===== config.mk =====
export PLATFORM = sky130hd
export DESIGN_NAME = a2_bridge_arbiter_flat
export DESIGN_NICKNAME = d
export VERILOG_FILES = /design/src/rtl/a2_bridge_arbiter_if.sv /design/src/rtl/a2_bridge_arbiter.sv /design/src/flat_wrapper.sv
export SDC_FILE = /design/constraint.sdc
export NUM_CORES = 1
export LEC_CHECK = 0
export BUFFER_PORTS_ARGS = -buffer_cell sky130_fd_sc_hd__buf_2
export CORE_MARGIN = 2
export CORE_UTILIZATION = 35
export CTS_BUF_LIST = sky130_fd_sc_hd__clkbuf_16
export DETAILED_ROUTE_END_ITERATION = 16
export PLACE_DENSITY_LB_ADDON = 0.15
export SLEW_MARGIN = 20
export SYNTH_ARGS = -nofsm -noshare
export SYNTH_HDL_FRONTEND = slang
export SYNTH_SLANG_ARGS = --single-unit

===== constraint.sdc =====
create_clock -name clk_logic_i -period 4.74 [get_ports clk_logic_i]
set_input_delay 0.474 -clock clk_logic_i [delete_from_list [all_inputs] [get_ports clk_logic_i]]
set_output_delay 0.474 -clock clk_logic_i [all_outputs]
set_load 0.005 [all_outputs]

===== src/rtl/a2_bridge_arbiter_if.sv =====
// Signal bundle between the bridge arbiter, its four requesters and the Apple II bridge pins.
// The arbiter takes the slave modport; the requesters and bridge model take the master modport.
interface a2_bridge_arbiter_if;
  logic [3:0]  req_i;
  logic [11:0] req_sel_i;
  logic [3:0]  req_we_i;
  logic [31:0] req_wdata_i;
  logic [3:0]  gnt_o;
  logic [3:0]  done_o;
  logic [7:0]  rdata_o;
  logic        busy_o;
  logic [7:0]  ctrl_data_o;
  logic        ctrl_valid_o;
  logic [2:0]  a2_bridge_sel_o;
  logic        a2_bridge_rd_n_o;
  logic        a2_bridge_wr_n_o;
  logic [7:0]  a2_bridge_d_o;
  logic        a2_bridge_d_oe_o;
  logic [7:0]  a2_bridge_d_i;

  modport slave (
    input  req_i, req_sel_i, req_we_i, req_wdata_i, a2_bridge_d_i,
    output gnt_o, done_o, rdata_o, busy_o, ctrl_data_o, ctrl_valid_o,
           a2_bridge_sel_o, a2_bridge_rd_n_o, a2_bridge_wr_n_o,
           a2_bridge_d_o, a2_bridge_d_oe_o
  );

  modport master (
    output req_i, req_sel_i, req_we_i, req_wdata_i, a2_bridge_d_i,
    input  gnt_o, done_o, rdata_o, busy_o, ctrl_data_o, ctrl_valid_o,
           a2_bridge_sel_o, a2_bridge_rd_n_o, a2_bridge_wr_n_o,
           a2_bridge_d_o, a2_bridge_d_oe_o
  );
endinterface


===== src/rtl/a2_bridge_arbiter.sv =====
// Four-requester arbiter and setup/strobe/hold sequencer for the multiplexed Apple II bridge.
// Requester 0 has absolute priority, 1-3 rotate; idle cycles sample the control select.
module a2_bridge_arbiter #(
  parameter int unsigned SETUP_CYCLES  = 1,
  parameter int unsigned STROBE_CYCLES = 1,
  parameter int unsigned HOLD_CYCLES   = 1,
  parameter logic [2:0]  IDLE_SEL      = 3'd0
) (
  input  logic               clk_logic_i,
  input  logic               reset_i,
  a2_bridge_arbiter_if.slave bus
);
  localparam int unsigned NUM_REQ = 4;
  localparam logic [3:0] SETUP_LD  = 4'(SETUP_CYCLES - 1);
  localparam logic [3:0] STROBE_LD = 4'(STROBE_CYCLES - 1);
  localparam logic [3:0] HOLD_LD   = 4'(HOLD_CYCLES - 1);

  typedef enum logic [1:0] {IDLE, SETUP, STROBE, HOLD} state_t;

  state_t state, state_nxt;
  logic [3:0] cnt, cnt_nxt;
  logic [1:0] ptr, ptr_nxt;
  logic [1:0] lat_id, lat_id_nxt;
  logic       lat_we, lat_we_nxt;

  logic [3:0] gnt_q, gnt_nxt, done_q, done_nxt;
  logic [7:0] rdata_q, rdata_nxt, ctrl_data_q, ctrl_data_nxt;
  logic       ctrl_valid_q, ctrl_valid_nxt;
  logic [2:0] sel_q, sel_nxt;
  logic       rd_n_q, rd_n_nxt, wr_n_q, wr_n_nxt;
  logic [7:0] d_q, d_nxt;
  logic       d_oe_q, d_oe_nxt;

  logic [NUM_REQ-1:0][2:0] sel_arr;
  logic [NUM_REQ-1:0][7:0] wd_arr;

  for (genvar g = 0; g < NUM_REQ; g++) begin : g_req
    assign sel_arr[g] = bus.req_sel_i[3*g +: 3];
    assign wd_arr[g]  = bus.req_wdata_i[8*g +: 8];
  end

  function automatic logic [1:0] rr_inc(input logic [1:0] p);
    return (p == 2'd3) ? 2'd1 : p + 2'd1;
  endfunction

  // Winner: requester 0 first, then 1-3 searched from the pointer with 3->1 wrap.
  logic [1:0] win, c0, c1, c2;
  logic       win_vld;
  always_comb begin
    c0      = ptr;
    c1      = rr_inc(ptr);
    c2      = rr_inc(rr_inc(ptr));
    win     = 2'd0;
    win_vld = 1'b1;
    if (bus.req_i[0])       win = 2'd0;
    else if (bus.req_i[c0]) win = c0;
    else if (bus.req_i[c1]) win = c1;
    else if (bus.req_i[c2]) win = c2;
    else                    win_vld = 1'b0;
  end

  // Outputs are computed for the next cycle and registered, so nothing leaks through combinationally.
  always_comb begin
    state_nxt      = state;
    cnt_nxt        = cnt;
    ptr_nxt        = ptr;
    lat_id_nxt     = lat_id;
    lat_we_nxt     = lat_we;
    gnt_nxt        = '0;
    done_nxt       = '0;
    rdata_nxt      = rdata_q;
    ctrl_data_nxt  = ctrl_data_q;
    ctrl_valid_nxt = 1'b0;
    sel_nxt        = sel_q;
    rd_n_nxt       = 1'b1;
    wr_n_nxt       = 1'b1;
    d_nxt          = d_q;
    d_oe_nxt       = d_oe_q;
    case (state)
      IDLE: begin
        sel_nxt  = IDLE_SEL;
        rd_n_nxt = 1'b0;
        d_oe_nxt = 1'b0;
        if (win_vld) begin
          state_nxt    = SETUP;
          cnt_nxt      = SETUP_LD;
          gnt_nxt[win] = 1'b1;
          lat_id_nxt   = win;
          lat_we_nxt   = bus.req_we_i[win];
          sel_nxt      = sel_arr[win];
          rd_n_nxt     = 1'b1;
          d_oe_nxt     = bus.req_we_i[win];
          if (bus.req_we_i[win]) d_nxt = wd_arr[win];
          if (win != 2'd0) ptr_nxt = rr_inc(win);
        end else begin
          // Staying idle: the following cycle is an idle-after-idle cycle carrying this sample.
          ctrl_data_nxt  = bus.a2_bridge_d_i;
          ctrl_valid_nxt = 1'b1;
        end
      end
      SETUP: begin
        if (cnt == 4'd0) begin
          state_nxt = STROBE;
          cnt_nxt   = STROBE_LD;
          rd_n_nxt  = lat_we;
          wr_n_nxt  = ~lat_we;
        end else begin
          cnt_nxt = cnt - 4'd1;
        end
      end
      STROBE: begin
        if (cnt == 4'd0) begin
          state_nxt = HOLD;
          cnt_nxt   = HOLD_LD;
          if (!lat_we) rdata_nxt = bus.a2_bridge_d_i;
        end else begin
          cnt_nxt  = cnt - 4'd1;
          rd_n_nxt = lat_we;
          wr_n_nxt = ~lat_we;
        end
      end
      HOLD: begin
        if (cnt == 4'd0) begin
          state_nxt        = IDLE;
          done_nxt[lat_id] = 1'b1;
          sel_nxt          = IDLE_SEL;
          rd_n_nxt         = 1'b0;
          d_oe_nxt         = 1'b0;
        end else begin
          cnt_nxt = cnt - 4'd1;
        end
      end
      default: state_nxt = IDLE;
    endcase
  end

  always_ff @(posedge clk_logic_i or posedge reset_i) begin
    if (reset_i) begin
      state        <= IDLE;
      cnt          <= '0;
      ptr          <= 2'd1;
      lat_id       <= '0;
      lat_we       <= 1'b0;
      gnt_q        <= '0;
      done_q       <= '0;
      rdata_q      <= '0;
      ctrl_data_q  <= 8'hFF;
      ctrl_valid_q <= 1'b0;
      sel_q        <= IDLE_SEL;
      rd_n_q       <= 1'b1;
      wr_n_q       <= 1'b1;
      d_q          <= '0;
      d_oe_q       <= 1'b0;
    end else begin
      state        <= state_nxt;
      cnt          <= cnt_nxt;
      ptr          <= ptr_nxt;
      lat_id       <= lat_id_nxt;
      lat_we       <= lat_we_nxt;
      gnt_q        <= gnt_nxt;
      done_q       <= done_nxt;
      rdata_q      <= rdata_nxt;
      ctrl_data_q  <= ctrl_data_nxt;
      ctrl_valid_q <= ctrl_valid_nxt;
      sel_q        <= sel_nxt;
      rd_n_q       <= rd_n_nxt;
      wr_n_q       <= wr_n_nxt;
      d_q          <= d_nxt;
      d_oe_q       <= d_oe_nxt;
    end
  end

  assign bus.gnt_o            = gnt_q;
  assign bus.done_o           = done_q;
  assign bus.rdata_o          = rdata_q;
  assign bus.busy_o           = (state != IDLE);
  assign bus.ctrl_data_o      = ctrl_data_q;
  assign bus.ctrl_valid_o     = ctrl_valid_q;
  assign bus.a2_bridge_sel_o  = sel_q;
  assign bus.a2_bridge_rd_n_o = rd_n_q;
  assign bus.a2_bridge_wr_n_o = wr_n_q;
  assign bus.a2_bridge_d_o    = d_q;
  assign bus.a2_bridge_d_oe_o = d_oe_q;
endmodule

===== src/flat_wrapper.sv =====
// flat-port wrapper written by rule: the top's interface ports become plain ports
module a2_bridge_arbiter_flat 
#(
  parameter int unsigned SETUP_CYCLES  = 1,
  parameter int unsigned STROBE_CYCLES = 1,
  parameter int unsigned HOLD_CYCLES   = 1,
  parameter logic [2:0]  IDLE_SEL      = 3'd0
)
  (clk_logic_i, reset_i, bus_req_i, bus_req_sel_i, bus_req_we_i, bus_req_wdata_i, bus_a2_bridge_d_i, bus_gnt_o, bus_done_o, bus_rdata_o, bus_busy_o, bus_ctrl_data_o, bus_ctrl_valid_o, bus_a2_bridge_sel_o, bus_a2_bridge_rd_n_o, bus_a2_bridge_wr_n_o, bus_a2_bridge_d_o, bus_a2_bridge_d_oe_o);
  a2_bridge_arbiter_if bus_i ();
  input  logic clk_logic_i;
  input  logic reset_i;
  input wire logic [$bits(bus_i.req_i)-1:0] bus_req_i;
  input wire logic [$bits(bus_i.req_sel_i)-1:0] bus_req_sel_i;
  input wire logic [$bits(bus_i.req_we_i)-1:0] bus_req_we_i;
  input wire logic [$bits(bus_i.req_wdata_i)-1:0] bus_req_wdata_i;
  input wire logic [$bits(bus_i.a2_bridge_d_i)-1:0] bus_a2_bridge_d_i;
  output wire logic [$bits(bus_i.gnt_o)-1:0] bus_gnt_o;
  output wire logic [$bits(bus_i.done_o)-1:0] bus_done_o;
  output wire logic [$bits(bus_i.rdata_o)-1:0] bus_rdata_o;
  output wire logic [$bits(bus_i.busy_o)-1:0] bus_busy_o;
  output wire logic [$bits(bus_i.ctrl_data_o)-1:0] bus_ctrl_data_o;
  output wire logic [$bits(bus_i.ctrl_valid_o)-1:0] bus_ctrl_valid_o;
  output wire logic [$bits(bus_i.a2_bridge_sel_o)-1:0] bus_a2_bridge_sel_o;
  output wire logic [$bits(bus_i.a2_bridge_rd_n_o)-1:0] bus_a2_bridge_rd_n_o;
  output wire logic [$bits(bus_i.a2_bridge_wr_n_o)-1:0] bus_a2_bridge_wr_n_o;
  output wire logic [$bits(bus_i.a2_bridge_d_o)-1:0] bus_a2_bridge_d_o;
  output wire logic [$bits(bus_i.a2_bridge_d_oe_o)-1:0] bus_a2_bridge_d_oe_o;
  assign bus_i.req_i = bus_req_i;
  assign bus_i.req_sel_i = bus_req_sel_i;
  assign bus_i.req_we_i = bus_req_we_i;
  assign bus_i.req_wdata_i = bus_req_wdata_i;
  assign bus_i.a2_bridge_d_i = bus_a2_bridge_d_i;
  assign bus_gnt_o = bus_i.gnt_o;
  assign bus_done_o = bus_i.done_o;
  assign bus_rdata_o = bus_i.rdata_o;
  assign bus_busy_o = bus_i.busy_o;
  assign bus_ctrl_data_o = bus_i.ctrl_data_o;
  assign bus_ctrl_valid_o = bus_i.ctrl_valid_o;
  assign bus_a2_bridge_sel_o = bus_i.a2_bridge_sel_o;
  assign bus_a2_bridge_rd_n_o = bus_i.a2_bridge_rd_n_o;
  assign bus_a2_bridge_wr_n_o = bus_i.a2_bridge_wr_n_o;
  assign bus_a2_bridge_d_o = bus_i.a2_bridge_d_o;
  assign bus_a2_bridge_d_oe_o = bus_i.a2_bridge_d_oe_o;
  a2_bridge_arbiter #(.SETUP_CYCLES(SETUP_CYCLES), .STROBE_CYCLES(STROBE_CYCLES), .HOLD_CYCLES(HOLD_CYCLES), .IDLE_SEL(IDLE_SEL)) u_core (.clk_logic_i(clk_logic_i), .reset_i(reset_i), .bus(bus_i));
endmodule

### Word-level counts from Yosys, hierarchy flattened

Cells that the tools add are included.

* output and inout port bits: 40
* register bits after elaboration: 50
* bits of input ports: 62
* logic and storage cells: 111

* reduce and logical (&&, ||, !) cells: 16
* bitwise logic cells: 2
* muxes and demuxes: 56
* equal/unequal tests: 11
* add/subtract/negate cells: 4
* order comparisons: 7

Operator list (count)
* $mux 4: 7
* $mux 2: 11
* $mux 1: 20
* $bmux 8 s2: 1
* $lt 2x3->1 const B: 5
* $pmux 4 s3: 1
* $eq 2x2->1 const B: 5
* $mux 3: 3
* $reduce_and 3->1: 3
* $bmux 1 s2: 4
* $mux 8: 1
* $ne 2x1->1 const B: 4
* $pmux 2 s4: 1
* $reduce_and 2->1: 4
* $add 2x1->2 const B: 3
* $bmux 3 s2: 1
* $pmux 3 s2: 1
* $reduce_bool 2->1: 3
* $demux 1 s2: 2
* $ge 2x1->1 const B: 2
* $logic_not 4->1: 1
* $pmux 1 s2: 2
* $pmux 1 s4: 1
* $reduce_and 4->1: 1
* other kinds (7): 9

### Longest topological paths before layout

* word-level depth: 16
* depth in mapped cells: 14
* depth with buffers taken out: 11

### Least setup slack after synthesis

No wires, ideal clock.

* path kind: register -> register
* start point: register u_core.ptr[0] (netlist: u_core.c0[0])
* end point: register u_core.ptr[0] (netlist: u_core.c0[0])
* stages on the path, launching flop included: 14
* data required time: 4667 ps
* setup time: 73 ps
* period minus slack after synthesis: 2789 ps
* arrival time: 2716 ps
* path slack: 1951 ps
* path buffers: 2
* path through: dfstp_2 > inv_1 > ha_1 > buf_2 > nand2b_1 > a21boi_1 > o2bb2ai_1 > a21boi_1 > buf_4 > inv_1 > ha_1 > nor3_1 > nor2_1 > a21oi_1

* cells in the longest elaborated chain, start to end: 12
* elaborated cells between the ends (all ways): 25
* classes of those cells: add/sub: 3; eq/ne: 3; mux: 17; reduce/logical: 2

Ends and longest elaborated chain
* start, declared: line a2_bridge_arbiter.sv:22 `logic [1:0] ptr, ptr_nxt;`
* start signal, assigned: line a2_bridge_arbiter.sv:157 `ptr <= ptr_nxt;`
* $add 2x1->2 / $eq 2x2->1 (equally long branches): line a2_bridge_arbiter.sv:43 `return (p == 2'd3) ? 2'd1 : p + 2'd1;`
* $mux 2: line a2_bridge_arbiter.sv:43
* $add 2x1->2 / $eq 2x2->1 (equally long branches): line a2_bridge_arbiter.sv:43
* $mux 2: line a2_bridge_arbiter.sv:43
* $bmux 1 s2: line a2_bridge_arbiter.sv:58 `else if (bus.req_i[c2]) win = c2;`
* $mux 1 (implied by the code): line a2_bridge_arbiter.sv:58
* $mux 2: line a2_bridge_arbiter.sv:58
* $mux 2: line a2_bridge_arbiter.sv:57 `else if (bus.req_i[c1]) win = c1;`
* $mux 2: line a2_bridge_arbiter.sv:56 `else if (bus.req_i[c0]) win = c0;`
* $mux 2: line a2_bridge_arbiter.sv:55 `if (bus.req_i[0]) win = 2'd0;`
* $add 2x1->2 (tied with other cells): line a2_bridge_arbiter.sv:43
* $mux 2 / $reduce_and 3->1 (equally long branches)

Several ways; a longest one is shown, not always the timed one. The select of a mux whose other input is x is not followed.
A chain may end at the register's enable or synchronous reset.

### Worst setup path after layout

* start point: register u_core.ptr[0] (netlist: u_core.c0[0])
* end point: register u_core.state[1]

* cells in the longest elaborated chain, start to end: 12
* elaborated cells between the ends (all ways): 18
* classes of those cells: add/sub: 2; eq/ne: 3; mux: 12; reduce/logical: 1

Ends and longest elaborated chain
* $add 2x1->2 / $eq 2x2->1 (equally long branches): line a2_bridge_arbiter.sv:43
* $mux 2: line a2_bridge_arbiter.sv:43
* $add 2x1->2 / $eq 2x2->1 (equally long branches): line a2_bridge_arbiter.sv:43
* $mux 2: line a2_bridge_arbiter.sv:43
* $bmux 1 s2: line a2_bridge_arbiter.sv:58
* $mux 1 (implied by the code): line a2_bridge_arbiter.sv:58
* $mux 1: line a2_bridge_arbiter.sv:58
* $mux 1: line a2_bridge_arbiter.sv:57
* $mux 1 *: line a2_bridge_arbiter.sv:56
* $mux 1 *: line a2_bridge_arbiter.sv:55
* $ne 2x1->1 (no line) *
* $reduce_and 4->1 (no line) *
* end signal, assigned: line a2_bridge_arbiter.sv:155 `state <= state_nxt;`
* end, declared: line a2_bridge_arbiter.sv:20 `state_t state, state_nxt;`

Mark *: on every way between the ends. The rest lies on a longest branch, timed or not. The select of a mux whose other input is x is not followed.

==> results_dict.tcl <==
set metrics [dict create \
    postSynthRegisterBits 50 \
    postSynth.topFlopCell "dfrtp_1" \
    cts_inserted_buffers 5 \
    drv.max_cap_violation_count 0 \
    min-delay-path-class "in2async" \
    max_freq_ghz 0.321 \
    area_fraction_of_the_dominant_cell_type_after_synthesis_pct 35.2 \
    clk_pin_slew_worst_paths_ns 0.07 \
    grt_pass1_wl_um 10400 \
    worst-setup-path-type "reg2reg" \
    routed-via-count 2219 \
    worst_ep_required_time_ns 4.92 \
    cts_sinks 50 \
    placement_rows 32 \
    grt_pass1_vias 2178 \
    outcome "completed" \
    worst_clock_skew_ns 0.00905 \
    mostFrequentLayoutCell "buf_2" \
    timing.final.hold_violations 0 \
    reg2reg_depth 8 \
    cts_hold_buffers 0 \
    unrepaired_setup_endpoints_after_global_routing "false" \
    timing.rr.end "u_core.state[1]" \
    cp_slowest_cell "dfstp_2" \
    clkLatencyLatePin_ns 0.29 \
    timing.critical_path.depth 8 \
    slew_headroom_pct 56.0 \
    max-vdd-ir-drop_v 0.000211 \
    timing.rr.start "u_core.c0[0]" \
    number_of_enable_flip_flop_cells_after_synthesis 0 \
    slew_viol_final 0 \
    timing_worst_slew_pin_value_ns 0.657 \
    post_route_setup_tns_ns 0 \
    crit_arrival_ns 3.29 \
    timing.critical_path.slowest_cell_delay_ns 0.59 \
    leakage_nw 1.79 \
    report.power.total_w 0.00222 \
    pin_count_of_the_biggest_net_entering_global_routing 51 \
    post_cts_setup_buffers 0 \
    portBuffers 101 \
    synth_cells 257 \
    crit_path_start_kind "flip-flop" \
    crit_path_cell_trace "inv_1 > ha_1 > a21oi_1 > a2111oi_2 > nand2_1 > inv_1 > nor2_1 > mux2_2" \
    die_y_um 93.0 \
    floorplan.core_area_mm2 0.00769 \
    overall_routing_resource_usage_pct 15.0 \
    die_width_um 93.0 \
    synth-async-reset-ratio_pct 100 \
    detail_route.iter0.violations 91 \
    startpoint "u_core.c0[0]" \
    cts-resized-gates 0 \
    detailedRoute.firstPassIterationCount 4 \
    post_syn_nets 331 \
    cp_common_cell "inv_1" \
    drcViolationCount 0 \
    post-route-period-util_pct 65.7 \
    synth_sequential_area_ratio_pct 45.6 \
    post_synthesis_to_final_layout_area_growth_pct 27.5 \
    antenna_violating_nets_post_route 0 \
    finalNetCount 434 \
    avgViaCountPerCell 4.79 \
    syn-mean-instance-area_um2 10.8 \
    post_route_cells_drive_above_1_share_pct 42.1 \
    start_util_pct 36.1 \
    post-synth-top-area-cell "dfrtp_1" \
    htree_num_levels 2 \
    io-pin-count 102 \
    path_buf_inv 2 \
    antennaDiodeCount 0 \
    full_die_area_mm2 0.00865 \
    min_period_ns 3.12 \
    routedWlPerCell_um 13.5 \
    globalplace.congestion 0.777 \
    end_kind "flip-flop" \
    cts-root-buf "clkbuf_16" \
    synth_warnings 0 \
    cts-root-to-sink-buffers 2 \
    antenna_found_initial 0 \
    worst_path_dominant_cell_family "compound AO/OA/AOI/OAI gates" \
    cp_max_fo 12 \
    clock_tree_from_tritoncts "built" \
    power_density_mw_per_mm2 629 \
    synth_area_mm2 0.00277 \
    dp_hpwl_um 4850 \
    layout_common_cells "101 x buf_2, 39 x nand2_1, 39 x dfrtp_1" \
    finalSetupViolations 0 \
    globalRoute.totalOverflow 0 \
    totalWireLength_um 6260 \
    rrSetupSlack_ns 1.62 \
    main_area_contributors_after_synthesis "dfrtp_1 35%, mux2i_1 13%, dfstp_2 10%" \
    synthDistinctLibCells 44 \
]
-- worst max-delay path by stage --
stage,endpoint,slack [ns]
finish,u_core.state[1],1.62
global route,u_core.state[1],1.33
CTS,u_core.state[1],1.57
detailed placement,u_core.state[1],1.60
global placement,u_core.bus.a2_bridge_d_o[3],1.68
floorplan,u_core.c0[0],1.95
-- routing by layer --
| layer | wire length [µm] | track usage, % |
|---|---|---|
| met1 | 2930 | 20.5 |
| met2 | 2870 | 24.1 |
| met3 | 394 | 3.46 |
| met4 | 63 | 4.04 |
| met5 | 0 | 0 |
-- kinds of logic after synthesis --
logic type                 count (synthesis)  synth area share [%]
AOI/OAI and AO/OA                         40                  11.5
muxes                                     57                  21.5
DFF                                       50                  45.6
buffers and inverters                     20                  3.16
adders and majority gates                 12                  5.42
and+or+nand+nor                           78                  12.8
-- cells in the mapped netlist (2+ instances only) --
master	n
dfrtp_1	39
and3_1	2
or2_2	2
a21boi_1	2
nand3_1	4
buf_4	2
o21ai_0	10
mux2_2	19
o21a_1	2
o22ai_1	2
nor2_1	11
nor3_1	5
nand2_1	39
a22o_1	4
and2_1	5
buf_2	4
dfstp_2	11
a21oi_1	5
ha_1	12
mux2i_1	37
clkbuf_1	2
inv_1	11
a31oi_1	2
nand2b_1	5
-- stage by stage --
stage | utilization [%] | worst slack [ns] | cell area, µm² | hold slack, ns | std cells
after floorplan | - | 1.95 | 2770 | 0.448 | 257
after global placement | 44.1 | 1.68 | 3390 | 0.446 | 455
after detailed placement | 44.1 | 1.60 | 3390 | 0.448 | 455
after CTS | 46.0 | 1.57 | 3530 | 0.367 | 463
after global routing | 46.0 | 1.33 | 3530 | 0.387 | 463
final | 46.0 | 1.62 | 3530 | 0.336 | 463
-- worst reg2reg max path, cell delays in order, from the launching register on --
cell	delay (ns)
dfstp_2	0.59
inv_1	0.10
ha_1	0.49
a21oi_1	0.09
a2111oi_2	0.57
nand2_1	0.38
inv_1	0.38
nor2_1	0.13
mux2_2	0.29
-- where the power goes --
| group | total, W | internal [W] | switching (W) | leakage [nW] |
|---|---|---|---|---|
| sequential | 0.000745 | 0.000638 | 0.000107 | 0.606 |
| combinational | 0.00113 | 0.000536 | 0.000591 | 1.12 |
| clock | 0.000351 | 0.000196 | 0.000155 | 0.0714 |
-- flip-flops by register name (all words and copies together), names as in the netlist, 2 cells and up --
signal	cells
u_core.bus.a2_bridge_d_o	8
u_core.bus.ctrl_data_o	8
u_core.bus.rdata_o	8
u_core.bus.done_o	4
u_core.bus.gnt_o	4
u_core.cnt	4
u_core.bus.a2_bridge_sel_o	3
u_core.c0	2
u_core.lat_id	2
u_core.state	2
-- area by class of cell --
type / count / area, µm²
clock buffer: 5 / 125
clock inverter: 3 / 21.3
fill: 779 / 4150
inverter: 12 / 45.0
multi-input combinational: 187 / 1420
sequential: 50 / 1260
tap: 102 / 128
timing repair buffer: 104 / 528
No activity file was read; power rests on OpenSTA's default activity.
